File: src/rtl/seg7_scan_controller.sv
// Four-digit multiplexed seven-segment scan controller with a
// double-buffered digit register that is swapped only at frame boundaries.
//
// Ports:
//   CLK, RST_N    clock, asynchronous active-low reset
//   enable        1 = scan display, 0 = dark and halted
//   load          strobe capturing digits_in / dp_in into the shadow register
//   digits_in     four hex nibbles, digit0 = [3:0]
//   dp_in         decimal point per digit, 1 = lit
//   an            anode enables, active-low
//   seg           segments {g,f,e,d,c,b,a}, active-low
//   dp            decimal point, active-low
//   load_ack      pulse when shadow moves to the active register
//   frame_start   pulse on the first cycle of the digit0 slot
module seg7_scan_controller #(
    parameter int DIV_COUNT    = 47999,
    parameter int BLANK_CYCLES = 480
) (
    input  logic        CLK,
    input  logic        RST_N,
    input  logic        enable,
    input  logic        load,
    input  logic [15:0] digits_in,
    input  logic [3:0]  dp_in,
    output logic [3:0]  an,
    output logic [6:0]  seg,
    output logic        dp,
    output logic        load_ack,
    output logic        frame_start
);

    localparam int DW = (DIV_COUNT > 0) ? $clog2(DIV_COUNT + 1) : 1;
    localparam logic [DW-1:0] DIV_LAST   = DW'(DIV_COUNT);
    localparam logic [15:0]   BLANK_LAST = 16'(BLANK_CYCLES - 1);

    typedef enum logic [1:0] {
        IDLE  = 2'd0,
        SHOW  = 2'd1,
        BLANK = 2'd2
    } state_t;

    state_t        state_q;
    logic [1:0]    idx_q;
    logic [DW-1:0] div_q;
    logic [15:0]   blank_q;
    logic [15:0]   active_q;
    logic [15:0]   shadow_q;
    logic [3:0]    adp_q;
    logic [3:0]    sdp_q;
    logic          pending_q;
    logic [3:0]    an_q;
    logic [6:0]    seg_q;
    logic          dp_q;
    logic          load_ack_q;
    logic          frame_start_q;

    logic          tick;
    logic          blank_done;
    logic          frame_wrap;
    logic          idle_go;
    logic          xfer;
    logic [15:0]   active_d;
    logic [3:0]    adp_d;
    logic          pending_d;
    logic [1:0]    idx_d;
    logic [3:0]    nib_d;
    logic [6:0]    seg_d;
    logic          dp_d;

    function automatic logic [6:0] hex7(input logic [3:0] v);
        logic [6:0] g;
        case (v)
            4'h0:    g = 7'b1000000;
            4'h1:    g = 7'b1111001;
            4'h2:    g = 7'b0100100;
            4'h3:    g = 7'b0110000;
            4'h4:    g = 7'b0011001;
            4'h5:    g = 7'b0010010;
            4'h6:    g = 7'b0000010;
            4'h7:    g = 7'b1111000;
            4'h8:    g = 7'b0000000;
            4'h9:    g = 7'b0010000;
            4'hA:    g = 7'b0001000;
            4'hB:    g = 7'b0000011;
            4'hC:    g = 7'b1000110;
            4'hD:    g = 7'b0100001;
            4'hE:    g = 7'b0000110;
            default: g = 7'b0001110;
        endcase
        return g;
    endfunction

    always_comb begin
        tick       = (state_q == SHOW) && (div_q == DIV_LAST);
        blank_done = (state_q == BLANK) && (blank_q == BLANK_LAST);
        frame_wrap = enable && blank_done && (idx_q == 2'd3);
        idle_go    = enable && (state_q == IDLE);
        // IDLE drains a pending shadow at once; while scanning, only the
        // frame boundary may swap, so a digit never changes mid-frame.
        xfer       = pending_q && ((state_q == IDLE) || frame_wrap);
        active_d   = xfer ? shadow_q : active_q;
        adp_d      = xfer ? sdp_q : adp_q;
        // A load in the swap cycle keeps the new data pending.
        pending_d  = load | (pending_q & ~xfer);
        // Slot index used only when entering SHOW.
        idx_d      = (state_q == BLANK) ? idx_q + 2'd1 : 2'd0;
        nib_d      = active_d[{idx_d, 2'b00} +: 4];
        seg_d      = hex7(nib_d);
        dp_d       = adp_d[idx_d];
    end

    always_ff @(posedge CLK or negedge RST_N) begin
        if (!RST_N) begin
            state_q       <= IDLE;
            idx_q         <= 2'd0;
            div_q         <= '0;
            blank_q       <= 16'd0;
            active_q      <= 16'd0;
            shadow_q      <= 16'd0;
            adp_q         <= 4'd0;
            sdp_q         <= 4'd0;
            pending_q     <= 1'b0;
            an_q          <= 4'hF;
            seg_q         <= 7'h7F;
            dp_q          <= 1'b1;
            load_ack_q    <= 1'b0;
            frame_start_q <= 1'b0;
        end else begin
            active_q      <= active_d;
            adp_q         <= adp_d;
            pending_q     <= pending_d;
            load_ack_q    <= xfer;
            frame_start_q <= idle_go || frame_wrap;
            if (load) begin
                shadow_q <= digits_in;
                sdp_q    <= dp_in;
            end
            if (!enable) begin
                state_q <= IDLE;
                idx_q   <= 2'd0;
                div_q   <= '0;
                blank_q <= 16'd0;
                an_q    <= 4'hF;
                seg_q   <= 7'h7F;
                dp_q    <= 1'b1;
            end else begin
                case (state_q)
                    IDLE: begin
                        state_q <= SHOW;
                        idx_q   <= idx_d;
                        div_q   <= '0;
                        blank_q <= 16'd0;
                        an_q    <= ~(4'b0001 << idx_d);
                        seg_q   <= seg_d;
                        dp_q    <= ~dp_d;
                    end
                    SHOW: begin
                        if (tick) begin
                            state_q <= BLANK;
                            div_q   <= '0;
                            blank_q <= 16'd0;
                            an_q    <= 4'hF;
                        end else begin
                            div_q <= div_q + 1'b1;
                        end
                    end
                    BLANK: begin
                        if (blank_done) begin
                            state_q <= SHOW;
                            idx_q   <= idx_d;
                            div_q   <= '0;
                            blank_q <= 16'd0;
                            an_q    <= ~(4'b0001 << idx_d);
                            seg_q   <= seg_d;
                            dp_q    <= ~dp_d;
                        end else begin
                            blank_q <= blank_q + 16'd1;
                        end
                    end
                    default: begin
                        state_q <= IDLE;
                        idx_q   <= 2'd0;
                        div_q   <= '0;
                        blank_q <= 16'd0;
                        an_q    <= 4'hF;
                        seg_q   <= 7'h7F;
                        dp_q    <= 1'b1;
                    end
                endcase
            end
        end
    end

    assign an          = an_q;
    assign seg         = seg_q;
    assign dp          = dp_q;
    assign load_ack    = load_ack_q;
    assign frame_start = frame_start_q;

endmodule

File: config.mk
export PLATFORM = sky130hd
export DESIGN_NAME = seg7_scan_controller
export DESIGN_NICKNAME = d
export VERILOG_FILES = /design/src/rtl/seg7_scan_controller.sv
export SDC_FILE = /design/constraint.sdc
export NUM_CORES = 1
export LEC_CHECK = 0
export CORE_UTILIZATION = 45
export DETAILED_ROUTE_END_ITERATION = 8
export DONT_BUFFER_PORTS = 1
export GPL_TIMING_DRIVEN = 0
export SYNTH_ARGS = -nofsm -noshare
export SYNTH_HDL_FRONTEND = slang
export SYNTH_SLANG_ARGS = --single-unit
File: constraint.sdc
create_clock -name CLK -period 3.8 [get_ports CLK]
set_clock_uncertainty 0.2 [all_clocks]
set_input_delay 0.57 -clock CLK [delete_from_list [all_inputs] [get_ports CLK]]
set_output_delay 0.57 -clock CLK [all_outputs]
set_load 0.05 [all_outputs]
* Word-level counts from Yosys, hierarchy flattened
Memories as Yosys holds them, arrays and structs flattened.
Index checks and enable logic that the tools add are counted.
W data, S select, Z words.
** Cells by class
- Order comparisons :: 1
- Shift operators :: 2
- Mux-type cells :: 30
- Eq/ne operators :: 8
- Add/subtract/negate cells :: 3
- Bitwise operators :: 5
- Reduce and logical (&&, ||, !) cells :: 11
** Operator list (count)
- $mux W16 :: 7
- $pmux W16 S2 :: 2
- $add A16 B1 Y16 const B :: 2
- $pmux W7 S3 :: 1
- $eq A16 B16 Y1 const B :: 1
- $eq A16 B9 Y1 const B :: 1
- $mux W4 :: 4
- $shiftx A16 B5 Y4 :: 1
- $mux W7 :: 2
- $mux W2 :: 6
- $pmux W2 S3 :: 2
- $pmux W4 S3 :: 1
- $logic_and A1 B1 Y1 :: 6
- $ne A3 B3 Y1 const B :: 2
- $eq A2 B2 Y1 const B :: 2
- $not A4 Y4 :: 1
- $reduce_and A2 Y1 :: 2
- $shl A1 B2 Y4 const A :: 1
- $lt A2 B3 Y1 const B :: 1
- $mux W1 :: 3
- $pmux W1 S3 :: 1
- $add A2 B1 Y2 const B :: 1
- $bmux W1 S2 :: 1
- $eq A2 B1 Y1 const B :: 1
- 6 further kinds :: 8
** Word-level totals
- Input port bits :: 24
- Memories :: 1
- Logic and storage cells :: 75
- Register bits after elaboration :: 91
- Bits in read-only memories :: 112
** Memories
- (name not given) :: words 16, bits a word 7, rd ports 1, clocked after memory_dff 0, wr ports 0, line 72 : case (v)

* Logic depth before layout (Yosys ltp)
- Depth after elaboration :: 13
- Gate-level depth with buffers :: 13
- Mapped depth without buffers :: 12

* Worst setup path before layout
No wires, ideal clock.
- Path type :: register -> register
- Start point :: register blank_q[5]
- End point :: register seg_q[4] (netlist: seg[4])
- Path slack :: -0.098 ns
- Clock period less this slack :: 3.898 ns
- Arrival :: 3.614 ns
- Cell stages (with the launch flop) :: 12
- Data required time :: 3.517 ns
- Library setup time :: 0.083 ns
- Cell sequence :: dfrtp_1 or4_4 or3_4 o31a_1 buf_6 mux2i_1 nor4_1 inv_1 ha_1 nor3_1 a211oi_1 o32a_1
** Between the ends
- Cells in the longest elaborated chain, start to end :: 12
- Elaborated cells on any way between the ends :: 14
- Classes of those cells :: eq/ne (2); shift (1); mux (4); reduce/logical (6); memory (1)
** Ends and longest elaborated chain
- start, declared :: line 45 : logic [15:0] blank_q;
- start signal, assigned :: line 177 : blank_q <= blank_q + 16'd1;
- $eq A16 B9 Y1 (*) :: line 95 : blank_done = (state_q == BLANK) && (blank_q == BLANK_LAST);
- $logic_and A1 B1 Y1 (*) :: line 95
- $logic_and A1 B1 Y1 (2 in series) :: line 96 : frame_wrap = enable && blank_done && (idx_q == 2'd3);
- $logic_or A1 B1 Y1 :: line 100 : xfer = pending_q && ((state_q == IDLE) || frame_wrap);
- $logic_and A1 B1 Y1 :: line 100
- $mux W16 :: line 101 : active_d = xfer ? shadow_q : active_q;
- $shiftx A16 B5 Y4 :: line 107 : nib_d = active_d[{idx_d, 2'b00} +: 4];
- $mem_v2 Z16 W7
- $mux W7 :: line 168 : if (blank_done) begin
- $pmux W7 S3 :: line 147 : case (state_q)
- $mux W7 :: line 138 : if (!enable) begin
- end signal, assigned :: line 154 : seg_q <= seg_d;
- end signal, assigned :: line 174 : seg_q <= seg_d;
- end, declared :: line 52 : logic [6:0] seg_q;
Every way passes the cells marked *; elsewhere a longest branch is shown, timed or not. The select of a mux whose other input is x is not followed.
A chain may end at the register's enable or synchronous reset.

* Final worst setup path
- Start point :: register blank_q[13]
- End point :: register seg_q[3] (netlist: seg[3])
** Between the ends
- Cells in the longest elaborated chain, start to end :: 12
- Elaborated cells on any way between the ends :: 14
- Classes of those cells :: eq/ne (2); shift (1); mux (4); reduce/logical (6); memory (1)
** Ends and longest elaborated chain
- $eq A16 B9 Y1 (*) :: line 95
- $logic_and A1 B1 Y1 (*) :: line 95
- $logic_and A1 B1 Y1 (*) (2 in series) :: line 96
- $logic_or A1 B1 Y1 (*) :: line 100
- $logic_and A1 B1 Y1 (*) :: line 100
- $mux W16 (*) :: line 101
- net active_d[13] :: line 62 : logic [15:0] active_d;
- $shiftx A16 B5 Y4 (*) :: line 107
- $mem_v2 Z16 W7 (*)
- $mux W7 :: line 168
- $pmux W7 S3 (*) :: line 147
- $mux W7 (*) :: line 138
Mark *: on every way through the listed nets, which the timed path passes. The rest lies on a longest branch. The select of a mux whose other input is x is not followed.

==> results by group <==
Logic synthesis
  – Synth top cells by count: dfrtp_1 (79), nand2_1 (48), o21ai_0 (48), mux2_2 (43), nor2_1 (33)
  – Count leader, synth: dfrtp_1
  – Largest family of logic cells by synthesized area: simple AND/OR/NAND/NOR gates
  – Top post-synthesis cells by area: dfrtp_1 (43%), mux2_2 (10%), dfstp_2 (6.8%), o21ai_0 (5.2%), nand2_1 (3.9%)
  – Sequential fraction of the synthesis area: 0.493
  – Most common flop cell mapped by yosys: dfrtp_1
  – Yosys warnings: 0
  – Yosys reg bits: 91
  – Post-synth top area cell: dfrtp_1
  – Mapped Avg Cell Area: 10.2 um^2
  – Compound-Gate Fraction of Synth Area: 0.149
  – Cell area after synthesis: 4650 um^2
  – Mux cell area share after synthesis: 0.129
  – Synth Area in Simple Gates: 0.161
  – Post-Synth Adder-Cell Area: 0.0242
  – Cells after Synth: 454
  – Syn nets: 487
  – Post-synth cell types: 58
  – Number of enable flip-flop cells after synthesis: 0
  – Async set-or-reset flop fraction in the synthesized netlist: 1.00
  – Post-synthesis xor/xnor area fraction: 0.0170
  – Yosys top cell area share: 0.426

Timing
  – Minimum clock period: 3810 ps
  – TNS Setup: -5.56 ps
  – Fin. Hold Viols: 0
  – Final hold slack: 143 ps
  – Unrepaired setup endpoints after global routing: true
  – Final setup viols: 1
  – Tcrit/Tclk final: 1.00
  – Final WS setup: -5.56 ps
  – Final slew viol count: 0
  – Worst-Margin Slew: ~740 ps
  – Max_slew headroom: 0.492
  – Fmax: 263 MHz

GRT
  – Antenna violations before repair: 0
  – First-pass GRT wire length: 17000 um
  – Gr ovfl total: 0
  – Gr usage total: 0.199
  – Largest net degree at the start of global routing: roughly 90
  – Vias in the first global route: 3319

Job
  – Max_cap viols: 0

Layout
  – Antenna cells: 0
  – Final core utilization: 0.536
  – Final Cell Area: about 5300 um^2
  – # fillers: 909
  – Layout cell share with drive strength beyond 1: 0.252
  – Area Growth Syn to Fin: 14.3%
  – Fin nets: 517
  – Layout Cells excl Fill: 622

Die
  – Die ar.: 10700 um^2
  – Core area: roughly 10000 um^2
  – Die W: about 100 um
  – Die H: 104 um
  – Num rows: 36
  – Number of I/O pins: 38
  – Starting Density: 0.469

Pwr
  – Pwr/cell area: about 640 nW/um^2
  – Worst VDD drop: 0.000499 V
  – Leak pwr: 2.19 nW
  – Overall Power: 3.41 mW
  – Clock network fraction of total power: 0.197
  – Combinational power share: 0.374
  – Switching Share: 0.394
  – Psw: around 1.3 mW
  – Cell-internal power: 2.07 mW
  – Sequential share of power: 0.429

Clocking
  – CTS tree: done
  – Clock Sinks: roughly 90
  – Reg clk slew, reported paths: about 90 ps
  – Max H-tree Level: 3
  – Worst-Skew Late Latency: 370 ps
  – CTS Root Cell: clkbuf_8
  – Clock Path Buffers: 2
  – Total CTS buffers: 9

Detailed routing
  – DRC: 0
  – WL/cell: 16.8 um
  – Total number of vias: 3541
  – Total Wirelength: approximately 10000 um
  – DR pass1 iterations: 4
  – Vias/cell: roughly 5.7
  – DRT iter0 DRCs: 180
  – Final ANT Viol Nets: 0

Setup path
  – Critical Path Start Type: flip-flop
  – Top delay family on crit path: compound AO/OA/AOI/OAI gates
  – Most used cell, CP: a2111oi_4
  – CP Cell Sequence: or4_4 -> or3_4 -> o31a_1 -> buf_6 -> mux2_4 -> a2111oi_4 -> buf_4 -> ha_4 -> a21oi_4 -> a2111oi_4 -> a211oi_2
  – Kind of end point of the critical path: flip-flop
  – WP buf/inv: 2
  – Crit path DAT: about 3900 ps
  – WP data required: 3890 ps
  – Crit-path max FO: 5
  – Slowest-stage cell, CP: or4_4
  – Max incr delay on CP: ~540 ps
  – Crit Path Class: reg2reg

Place
  – Placed Instance Area: roughly 4800 um^2
  – Gpl congestion: 0.847
  – PortBufs: 0
  – HPWL after DPL: 7010 um
  – DP Cell Count: 587
  – Setup WS pre-CTS: -294 ps

Run status
  – Failing checks: negative setup slack
  – Outcome: finished, violations left

Worst hold path
  – Hold Crit Class: in2reg
kinds of logic after synthesis:
logic type | Yosys count
and+or+nand+nor | 153
adders and majority gates | 9
muxes | 54
AOI/OAI and AO/OA | 108
DFF | 91
buffers and inverters | 30
xor gates and xnor gates | 9
worst reg2reg max path: stages (launching register included):
cell       delay (ps)
dfrtp_1           410
or4_4             540
or3_4             400
o31a_1            360
buf_6             170
mux2_4            320
a2111oi_4         490
buf_4             220
ha_4              210
a21oi_4           150
a2111oi_4          60
a211oi_2          210
cells in the final DEF (no fill, tap or decap), drive strengths merged, types with 2 or more instances in the layout:
master   Yosys  layout
nor2b        5       5
nor3         5       5
mux2i       10      10
dfrtp       79      79
a311oi       2       2
nor2        35      35
mux2        44      44
clkinv       1       5
or3          2       2
o31ai        4       4
buf          4      22
clkbuf      16      25
nor4         2       2
nand3       22      22
dfstp       12      12
a211oi       2       2
nand2       48      48
a31oi       10      10
o311ai       2       2
o41ai        2       2
o41a         2       2
a2111oi      2       2
o21ai       49      49
or3b         2       2
o32a         3       3
or2          3       3
xnor2        5       5
o22ai        6       6
ha           9       9
xor2         4       4
and3        12      12
and2         7       7
a21oi       13      13
nand4        6       6
inv          9      10
o211ai       2       2
a22o         2       2
layer usage:
layer,global-route usage,up-vias,wire [um]
li1,-,1706,-
met1,0.290,1756,5250
met2,0.287,63,4580
met3,0.0478,16,488
met4,0.0673,0,158
met5,0,-,0
worst paths after layout:
| check | start | to | slack (ps) | depth (start not counted) |
|---|---|---|---|---|
| setup / recovery | blank_q[13] | seg[3] | -6 | 11 |
| hold / removal | digits_in[9] | shadow_q[9] | 140 | 2 |
| setup reg to reg | blank_q[13] | seg[3] | -6 | 11 |
| hold reg to reg | div_q[15] | div_q[15] | 290 | 1 |
| max in group asynchronous | RST_N | seg[5] | 2430 | 2 |
| min in group asynchronous | RST_N | div_q[10] | 580 | 2 |
layout make-up:
| type | instances | area (um^2) | area share |
|---|---|---|---|
| inverter | 10 | 37.5 | 0.00707 |
| timing repair buffer | 19 | 163 | 0.0306 |
| clock buffer | 9 | 124 | 0.0233 |
| tap | 133 | 166 | 0.0313 |
| clock inverter | 7 | 77.6 | 0.0146 |
| buffer | 20 | 83.8 | 0.0158 |
| sequential | 91 | 2290 | 0.432 |
| multi-input combinational | 333 | 2370 | 0.445 |
power by group through the flow:
stage	Clock [mW]	Sequential [mW]	Combinational, mW
5_1_grt	0.726	1.49	1.38
3_3_place_gp	0	1.48	0.967
2_1_floorplan	0	1.45	0.787
4_1_cts	0.693	1.46	1.05
6_report	0.672	1.46	1.28
3_5_place_dp	0	1.48	0.982
flip-flops by register name, indices dropped and copies added (netlist names), 2 cells and up:
signal	cells
active_q	16
blank_q	16
div_q	16
shadow_q	16
seg	7
adp_q	4
an	4
sdp_q	4
idx_q	2
state_q	2
timing repair:
action,in CTS,in global routing
gates resized for setup,5,20
endpoints found under the hold margin,91,0
setup buffers,3,13
endpoints found under the setup margin,4,4
cloned,0,1
hold buffers,2,0
pin swaps,3,15
Power figures use the tool's default switching activity.
==> RTL edit, RTL diff (same flow settings) <==
Reset style: synchronous (`RST_N`), changed in one clocked block. Comments in the files are not updated.
--- a/src/rtl/seg7_scan_controller.sv
+++ b/src/rtl/seg7_scan_controller.sv
@@ -109,7 +109,7 @@
         dp_d       = adp_d[idx_d];
     end
 
-    always_ff @(posedge CLK or negedge RST_N) begin
+    always_ff @(posedge CLK) begin
         if (!RST_N) begin
             state_q       <= IDLE;
             idx_q         <= 2'd0;
Behaviour: differs if RST_N is asserted again (counterexample within 4 cycles, from zero or initial values and one cycle with RST_N low); with RST_N held inactive, the same outputs for 10 cycles.
==> RTL edit against the unedited design <==
- routed wire length shrank 0.84%
- global-route usage up 1.7 points
- synthesized area decreased by 3.8%
- sequential cell count unchanged
- via count grew 2.3%
- largest cell class unchanged
- worst setup slack better by 0.15 ns
- highest routed layer unchanged
- synthesized cell count grew 14%
- design area decreased by 8.5%
Power is not compared: it rests on default switching activity, and its combinational part moved more than twofold at a synthesized area within 25%.
==> RTL edit: results (changes against the unedited design) <==
Critical path
In this run the critical register-to-register path is launched from blank_q[12]. The register-to-register setup slack is 0.14 ns (+0.15 ns). The family with the most delay on the worst path is simple AND/OR/NAND/NOR gates. The endpoint identified for the worst register-to-register timing path is seg[5]. The data arrival time of the critical path is 3.71 ns (-0.18 ns). The delay of the slowest cell on the worst path came to 0.57 ns (+0.03 ns).

Routing
The length of routed wiring on met1 came to 4953 microns (-5.6%). The via count of the routed design is 3,621 (+2.3%). The met3 layer wire length in the routed design is 500 microns (+2.5%). The routed wire length was 10,390 microns (-0.84%). The violation count after the first detailed-routing iteration is 197 (+9.4%). The detailed-routed wire length on met2 is 4749 microns (+3.6%).

Outcome
The flow ran to the end, and the final reports show no timing, DRC or antenna violations.

Min path
The startpoint of the worst hold path is RST_N. The worst hold path depth is 1 (-1).

Synthesis
The fraction of the mapped netlist area in adder cells came to 2.520% (+0.096 points). The number of distinct library cell variants in the gate-level netlist after synthesis was 68 (+17%). The area fraction in compound gates after synthesis is 16.46% (+1.6 points). The proportion of synthesized area in mux cells is 7.195% (-5.7 points).

In the synthesized netlist the dominant register cell turns out to be sky130_fd_sc_hd__dfxtp_1. The mean instance size in the synthesized netlist was 8.661 sq um (-15%). The proportion of register bits with asynchronous set or reset after synthesis is 0% (-100 points). The number of warnings reported in the yosys synthesis log is 0 (unchanged).

By area the synthesized netlist is led by sky130_fd_sc_hd__dfxtp_1 (41%), sky130_fd_sc_hd__nand2_1 (5.5%), sky130_fd_sc_hd__mux2i_1 (5.4%).

Placed design
The routability congestion estimate came to 0.9437 (+11%). The placed instance area came to 4636 sq um (-3.8%). The total instance count after detailed placement is 649 (+11%). The detailed placement HPWL is 7657 microns (+9.3%).

Global routing
The fraction of met3 tracks used by global routing came to 4.555% (-0.23 points). The met2 global-route usage is 35.71% (+7.0 points). The overall track demand over capacity in global routing is 21.52% (+1.7 points). The maximum number of pins on one net before global-route repair was 15 (-84%).

The number of global-route vias before repair is 3,505 (+5.6%).

Layout
Compared with the post-synthesis result, the final layout area differs by 8.763%. The final net count is 560 (+8.3%). The share of final-layout standard cells stronger than drive strength 1 was 7.331% (-18 points). The number of non-filler instances in the completed layout was 665 (+6.9%).

Clock network
The number of setup buffers added after CTS is 0 (-3).

STA
The worst hold slack is 0.1682 ns (+0.02539 ns). The measured slew at the worst slew-check pin is 1.349 ns (+0.6080 ns).
RTL edit: changes by cell type after synthesis, moves of 14 or more:
cell,change
sky130_fd_sc_hd__dfxtp_1,+91
sky130_fd_sc_hd__nor2b_1,+20
sky130_fd_sc_hd__o21ai_0,-33
sky130_fd_sc_hd__nor2_1,+24
sky130_fd_sc_hd__a21boi_0,+19
sky130_fd_sc_hd__mux2i_1,+14
sky130_fd_sc_hd__nand2_1,+17
sky130_fd_sc_hd__dfrtp_1,-79
sky130_fd_sc_hd__mux2_2,-39
RTL edit: power breakdown:
| part | total, W | switching [W] | internal, W |
|---|---|---|---|
| Clock | 0.000710 | 0.000338 | 0.000372 |
| Sequential | 0.00103 | 0.0000461 | 0.000980 |
| Combinational | 0.000124 | 0.0000710 | 0.0000526 |
| Total | 0.00186 | 0.000455 | 0.00140 |
RTL edit: layout make-up:
cell class	instances	share of cell area, %
Multi-Input combinational cell	389	51.74
Sequential cell	91	37.48
Tap cell	133	3.423
Clock buffer	12	2.780
Buffer	25	2.188
Clock inverter	4	1.544
Inverter	11	0.8494
RTL edit: how the worst max path moves through the flow:
stage / startpoint / cells after the start / slack, ns / endpoint
6_report: blank_q[12] / 11 / 0.14 / seg[5]
3_3_place_gp: idx_q[0] / 13 / 0.04 / seg[0]
4_1_cts: idx_q[0] / 13 / 0.01 / seg[0]
2_1_floorplan: blank_q[12] / 11 / 0.55 / seg[5]
3_5_place_dp: idx_q[0] / 13 / 0.02 / seg[0]
5_1_grt: blank_q[12] / 11 / 0.01 / seg[5]
RTL edit: repair_timing:
| action | CTS | global route |
|---|---|---|
| resized for setup | 0 | 2 |
| setup endpoints to repair | 0 | 7 |
| hold buffers | 0 | 0 |
